## config.mk

```make
export PLATFORM = sky130hd
export DESIGN_NAME = pipeline_hazard_ctrl
export DESIGN_NICKNAME = d
export VERILOG_FILES = /design/src/rtl/pipeline_hazard_ctrl.sv
export SDC_FILE = /design/constraint.sdc
export NUM_CORES = 1
export LEC_CHECK = 0
export ABC_AREA = 0
export CAP_MARGIN = 10
export CELL_PAD_IN_SITES_DETAIL_PLACEMENT = 0
export CELL_PAD_IN_SITES_GLOBAL_PLACEMENT = 1
export CORE_ASPECT_RATIO = 1.1
export CORE_UTILIZATION = 30
export DETAILED_ROUTE_END_ITERATION = 8
export PLACE_DENSITY = 0.74
export SYNTH_ARGS = -nofsm -noshare
export SYNTH_HDL_FRONTEND = slang
export SYNTH_SLANG_ARGS = --single-unit
export TNS_END_PERCENT = 10
```

## constraint.sdc

```tcl
create_clock -name clk -period 4.35 [get_ports clk]
set_input_delay 0.435 -clock clk [delete_from_list [all_inputs] [get_ports clk]]
set_output_delay 0.435 -clock clk [all_outputs]
set_load 0.005 [all_outputs]
```

## src/rtl/pipeline_hazard_ctrl.sv

```systemverilog
// Hazard/sequencing controller for the 5-stage pipeline: load-use stall, redirect flush, forwarding selects.
// Optional define HAZARD_PERF_CNT_EN adds saturating stall/flush cycle counters.
module pipeline_hazard_ctrl #(
  parameter int REG_AW       = 5,
  parameter int FLUSH_CYCLES = 2
) (
  input  logic              clk,
  input  logic              rst_n,
  input  logic              id_valid,
  input  logic [REG_AW-1:0] id_rs1,
  input  logic [REG_AW-1:0] id_rs2,
  input  logic              id_rs1_used,
  input  logic              id_rs2_used,
  input  logic [REG_AW-1:0] id_rd,
  input  logic              id_reg_wr,
  input  logic              id_mem_rd,
  input  logic              ex_br_en,
  input  logic              ex_br_taken,
  output logic              stall,
  output logic              flush,
  output logic              redirect,
  output logic [1:0]        fwd_rs1,
  output logic [1:0]        fwd_rs2
`ifdef HAZARD_PERF_CNT_EN
  ,
  output logic [31:0]       stall_cnt,
  output logic [31:0]       flush_cnt
`endif
);

  typedef struct packed {
    logic              valid;
    logic [REG_AW-1:0] rd;
    logic              reg_wr;
    logic              load;
  } slot_t;

  typedef enum logic [1:0] {RUN, STALL, FLUSH} state_t;

  state_t     state_q, state_d;
  logic [1:0] cnt_q, cnt_d;
  slot_t      ex_q, mem_q, id_slot;
  logic       in_flush, hazard, accept;
  logic [1:0] sel1, sel2;

  // A slot is a producer for rs only if it really writes a non-x0 register.
  function automatic logic live(input slot_t s, input logic [REG_AW-1:0] rs);
    return s.valid & s.reg_wr & (s.rd != '0) & (s.rd == rs);
  endfunction

  function automatic logic [1:0] sel(input logic used, input logic [REG_AW-1:0] rs,
                                     input slot_t ex, input slot_t mem);
    if (!used)                     return 2'b00;
    if (live(ex, rs) && !ex.load)  return 2'b01;
    if (live(mem, rs))             return 2'b10;
    return 2'b00;
  endfunction

  always_comb begin
    in_flush = (state_q == FLUSH);
    redirect = ex_br_en & ex_br_taken & ex_q.valid & ~in_flush;
    flush    = redirect | in_flush;
    hazard   = id_valid & ~in_flush & ex_q.load &
               ((id_rs1_used & live(ex_q, id_rs1)) | (id_rs2_used & live(ex_q, id_rs2)));
    // A redirect squashes the stalled instruction, so it wins.
    stall    = hazard & ~redirect;
    accept   = id_valid & ~stall & ~flush;
    id_slot  = '{valid: 1'b1, rd: id_rd, reg_wr: id_reg_wr, load: id_mem_rd};
    sel1     = sel(id_rs1_used, id_rs1, ex_q, mem_q);
    sel2     = sel(id_rs2_used, id_rs2, ex_q, mem_q);
  end

  always_comb begin
    state_d = state_q;
    cnt_d   = cnt_q;
    case (state_q)
      RUN, STALL: begin
        if (redirect) begin
          state_d = FLUSH;
          cnt_d   = 2'(FLUSH_CYCLES - 1);
        end else if (stall) begin
          state_d = STALL;
        end else begin
          state_d = RUN;
        end
      end
      FLUSH: begin
        if (cnt_q == 2'd0) state_d = RUN;
        else               cnt_d   = cnt_q - 2'd1;
      end
      default: state_d = RUN;
    endcase
  end

  // The MEM slot retires into WB and is dropped: the register file is
  // write-through, so nothing ever compares against an instruction in WB.
  always_ff @(posedge clk or negedge rst_n) begin
    if (!rst_n) begin
      state_q <= RUN;
      cnt_q   <= 2'd0;
      ex_q    <= '0;
      mem_q   <= '0;
      fwd_rs1 <= 2'b00;
      fwd_rs2 <= 2'b00;
    end else begin
      state_q <= state_d;
      cnt_q   <= cnt_d;
      ex_q    <= accept ? id_slot : '0;
      mem_q   <= ex_q;
      fwd_rs1 <= accept ? sel1 : 2'b00;
      fwd_rs2 <= accept ? sel2 : 2'b00;
    end
  end

`ifdef HAZARD_PERF_CNT_EN
  always_ff @(posedge clk or negedge rst_n) begin
    if (!rst_n) begin
      stall_cnt <= '0;
      flush_cnt <= '0;
    end else begin
      if (stall && stall_cnt != '1) stall_cnt <= stall_cnt + 32'd1;
      if (flush && flush_cnt != '1) flush_cnt <= flush_cnt + 32'd1;
    end
  end
`endif

endmodule

```

Word level (Yosys, flattened, before mapping)
Index checks and enable logic that the tools add are counted.
{"block": "totals", "register_bits": 23, "out_inout_bits": 7, "wordCells": 88}
{"block": "classes", "addsub": 1, "n_eq_ne": 9, "mux": 32, "bitwise": 25, "reduce_logical": 10}
{"operator": "2-to-1 mux 2 bit", "n": 18}
{"operator": "equality test 5 bit", "n": 4}
{"operator": "bitwise AND 1 bit", "n": 19}
{"operator": "2-to-1 mux 1 bit", "n": 11}
{"operator": "nonzero test 5 bit", "n": 2}
{"operator": "2-to-1 mux 8 bit", "n": 1}
{"operator": "case mux 2 bit (2 select lines)", "n": 2}
{"operator": "zero test 2 bit", "n": 2}
{"operator": "inequality test 2 bit (second input constant)", "n": 2}
{"operator": "inverter 1 bit", "n": 4}
{"operator": "AND reduction 3 bit", "n": 1}
{"operator": "equality test 2 x 1 -> 1 bit (second input constant)", "n": 1}
{"operator": "equality test 2 bit (second input constant)", "n": 1}
{"operator": "logical AND 1 bit", "n": 2}
{"operator": "inequality test 2 x 1 -> 1 bit (second input constant)", "n": 1}
{"operator": "OR 1 bit", "n": 2}
{"operator": "nonzero test 2 bit", "n": 1}
{"operator": "OR reduction 2 bit", "n": 1}
{"operator": "subtractor 2 x 1 -> 2 bit (second input constant)", "n": 1}
{"operator": "zero test 1 bit", "n": 1}

Depth between registers and ports, before layout
{"block": "logic_depth", "word_depth": 12, "mapped_depth": 7}

Least setup slack after synthesis
Ideal clock, no wire load.
{"block": "synth_path", "path_kind": "input to output", "start": "in id_rs2[2]", "end": "out stall", "arrival_ns": 1.473, "path_slack_ns": 2.442, "path_stages": 6, "path_buffers": 1, "path_cell_list": "xor2_1 -> a221oi_2 -> nand4_1 -> a211oi_2 -> buf_6 -> and2_1"}
{"block": "synth_between", "elab_chain_len": 6}
{"element": "start: declaration", "line": "11", "source": "input logic [REG_AW-1:0] id_rs2,"}
{"element": "equality test 5 bit", "line": "48", "source": "return s.valid & s.reg_wr & (s.rd != '0) & (s.rd == rs);"}
{"element": "bitwise AND 1 bit", "line": "48"}
{"element": "bitwise AND 1 bit", "line": "64", "source": "((id_rs1_used & live(ex_q, id_rs1)) | (id_rs2_used & live(ex_q, id_rs2)));"}
{"element": "OR 1 bit", "line": "64"}
{"element": "bitwise AND 1 bit", "line": "63", "source": "hazard = id_valid & ~in_flush & ex_q.load &"}
{"element": "bitwise AND 1 bit", "line": "66", "source": "stall = hazard & ~redirect;"}
{"element": "end: declaration", "line": "19", "source": "output logic stall,"}
Every way passes these cells.

Final worst setup path
{"block": "layout_path", "start": "in id_rs2[1]", "end": "out stall"}
The elaborated chain is that of the path after synthesis.

==> flow_summary_export.csv <==
group,metric,value,unit
critical_path,r2r-start,"ex_q[3]",
yosys,ys_ff_latch,23,
power,p_clk_share,17.6,%
critical_path,path_class,"in2out",
yosys,netlist_instances,106,
worst_hold_path,hold_class,"reg2reg",
global_routing,antenna_found_initial,0,
final_layout,synthToLayoutAreaGrowth,34.7,%
clocking,cts_buffer_depth,2,
power,power.switching,0.000165,W
floorplanning,core_area,3410,sq um
worst_hold_path,min_to,"mem_q[1]",
yosys,synth_mux_area_share,0,%
timing,finClkSkew,0.00604,ns
floorplanning,ios,31,
floorplanning,die_y,65.4,microns
yosys,synth.area.top_cells,"dfrtp_1 52%, xor2_1 11%, nor2_1 5.1%, nand2_1 4.1%, xnor2_1 4.0%",
yosys,synth_fa_ha_area_share,1.14,%
critical_path,setup.worst_path.start,"id_rs2[1]",
timing,slew_viol_final,0,
worst_hold_path,min-delay-start,"ex_q[1]",
critical_path,startpoint_type,"input pin",
clocking,cts-root-buf,"clkbuf_4",
power,p_comb_share,29.0,%
timing,fin_crit,2.80,ns
timing,tightestPinTransition,0.989,ns
clocking,cts_inserted_buffers,3,
critical_path,worstReg2RegEnd,"fwd_rs1[1]",
global_routing,grt_pass1_wl,3730,microns
floorplanning,num_rows,22,
final_layout,final_util,43.3,%
flow_run,cap_violations,0,
floorplanning,die_area,3900,sq um
timing,hold_viol,0,
power,switching_share,31.6,%
global_routing,grt_pass1_vias,880,
drt,avgRoutedWirePerCell,12.3,microns
yosys,ys_types,27,
clocking,hold_buffers,0,
placement,port_buffers,30,
yosys,syn_area_per_cell,10.4,sq um
timing,setup_tns,0,ns
final_layout,antennaDiodeCount,0,
critical_path,cp.required,3.91,ns
placement,dp_hpwl,1890,microns
final_layout,final_cell_area,1480,sq um
placement,place_congestion,0.779,
power,p_seq_share,53.4,%
yosys,synth_top_area_cell,"dfrtp_1",
critical_path,cp-end-kind,"primary output",
clocking,cts_tree,"done",
yosys,yosys.area_share.simple,22.6,%
final_layout,nNetsFinal,165,
worst_hold_path,hold_depth,0,
clocking,clkSlewWorstSetupHoldPaths,0.12,ns
timing,hold_ws,0.422,ns
drt,dr.pass1.iters,3,
placement,place_area,1450,sq um
timing,period_share,64.4,%
global_routing,overflow,0,
clocking,clk_latency,0.30,ns
floorplanning,die_w,59.7,microns
drt,drtIter0Drc,10,
final_layout,drive_gt1_share,7.91,%
power,intPower,0.000357,W
yosys,syn_area,1100,sq um
power,total_leakage_power,0.649,nW
yosys,synth-xor-area-share,15.2,%
global_routing,grt_max_degree,24,
timing,fmax,357,MHz
timing,grt_setup_unrepaired,"no",
critical_path,reg2reg_depth,5,
yosys,synth_nets,131,
clocking,cts.sinks,23,
drt,route.detailed.drc,0,
drt,num_vias,850,
floorplanning,initial_core_util,32.1,%
critical_path,path_max_fanout,2,
yosys,synth_top_family_by_area,"simple AND/OR/NAND/NOR gates",
power,ir_drop,125,uV
clocking,post-cts-setup-buffer-count,0,
run_status,status,"completed",
yosys,yosys_warnings,0,
yosys,synth_compound_area_share,5.93,%
yosys,synth-seq-area-share,52.5,%
critical_path,crit_arrival,2.37,ns
drt,drt-total-wl,2290,microns
timing,setup_violations,0,
drt,drtAntennaViolNets,0,
timing,max-slew-margin-rel,33.9,%
power,powerDensity,354,nW/um^2
yosys,synth_top_area_share,52.5,%
critical_path,rrSetupSlack,2.61,ns
clocking,cts_resized,0,
drt,vias_per_cell,4.55,
global_routing,grt_usage,12.9,%
clocking,h-tree-depth,1,
[cells by family after synthesis]
logic type,Yosys count
adders and majority gates,1
and+or+nand+nor,50
AOI/OAI and AO/OA,7
DFF,23
xor gates and xnor gates,19
buffers and inverters,6
[state kept, by name, indices dropped and copies added (netlist names)]
| signal | count |
|---|---|
| state_q | 2 |
| fwd_rs2 | 2 |
| fwd_rs1 | 2 |
| ex_q | 8 |
| mem_q | 7 |
| cnt_q | 2 |
[critical path: stages]
cell	delay, ns
clkdlybuf4s50_1	0.51
xnor2_1	0.14
o221a_2	0.21
nand4_1	0.18
a211oi_2	0.24
and2_1	0.15
clkdlybuf4s50_1	0.49
[cell usage after synthesis]
cell type	instances
or3_2	1
a211oi_2	1
inv_1	4
a221oi_2	1
nand2b_1	1
nor3_2	1
nor4_1	4
nand2_1	12
nor2b_1	1
a22oi_1	1
nor3_1	2
and2_1	1
and3_1	1
xor2_1	14
nor2_1	15
clkbuf_1	1
o221a_2	1
nand3_1	7
dfrtp_1	23
ha_1	1
xnor2_1	5
o2111ai_1	1
nand4_1	1
nor3b_2	1
buf_6	1
or4_1	2
o21ai_0	2
[metrics by stage]
stage               cells  setup WS, ns  total power (W)
finish                187          1.55         0.000522
global route          187          1.40         0.000562
CTS                   187          1.53         0.000533
detailed placement    183          1.54         0.000439
global placement      183          1.53         0.000430
floorplan             106          2.44         0.000372
[placed cells by master, fill, tap and decap left out, drive strengths merged, types with 3 or more instances in the layout]
master	instances
clkbuf	3
clkdlybuf4s50	30
dfrtp	23
inv	4
nand2	12
nand3	7
nor2	15
nor3	3
nor4	4
xnor2	5
xor2	14
[metal layers]
metal  vias to the layer above  global-route usage [%]  part of all wire, %
li1                        425                       -                    -
met4                         0                    7.27                  2.1
met3                         4                    1.18                  3.7
met1                       402                    15.2                   42
met2                        19                    22.4                   52
met5                         -                       0                    0
[how the worst max path moves through the flow]
| stage | endpoint | slack, ns |
|---|---|---|
| 6_report | stall | 1.55 |
| 4_1_cts | stall | 1.53 |
| 3_3_place_gp | stall | 1.53 |
| 2_1_floorplan | stall | 2.44 |
| 5_1_grt | stall | 1.40 |
| 3_5_place_dp | stall | 1.54 |
[final cells by class]
cell class,count,area [sq um]
Tap cell,48,60.1
Clock inverter,1,5.00
Sequential cell,23,576
Multi-Input combinational cell,77,492
Fill cell,366,1940
Timing Repair Buffer,31,308
Clock buffer,3,22.5
Inverter,4,15.0
[power groups by stage]
| stage | sequential, W | clock (W) | combinational (W) |
|---|---|---|---|
| 6_report | 0.000279 | 0.0000919 | 0.000151 |
| 5_1_grt | 0.000284 | 0.000106 | 0.000172 |
| 4_1_cts | 0.000280 | 0.0000983 | 0.000155 |
| 3_5_place_dp | 0.000284 | 0 | 0.000154 |
| 3_3_place_gp | 0.000282 | 0 | 0.000149 |
| 2_1_floorplan | 0.000274 | 0 | 0.0000979 |
Note: power is estimated with default switching activity, not from simulation.
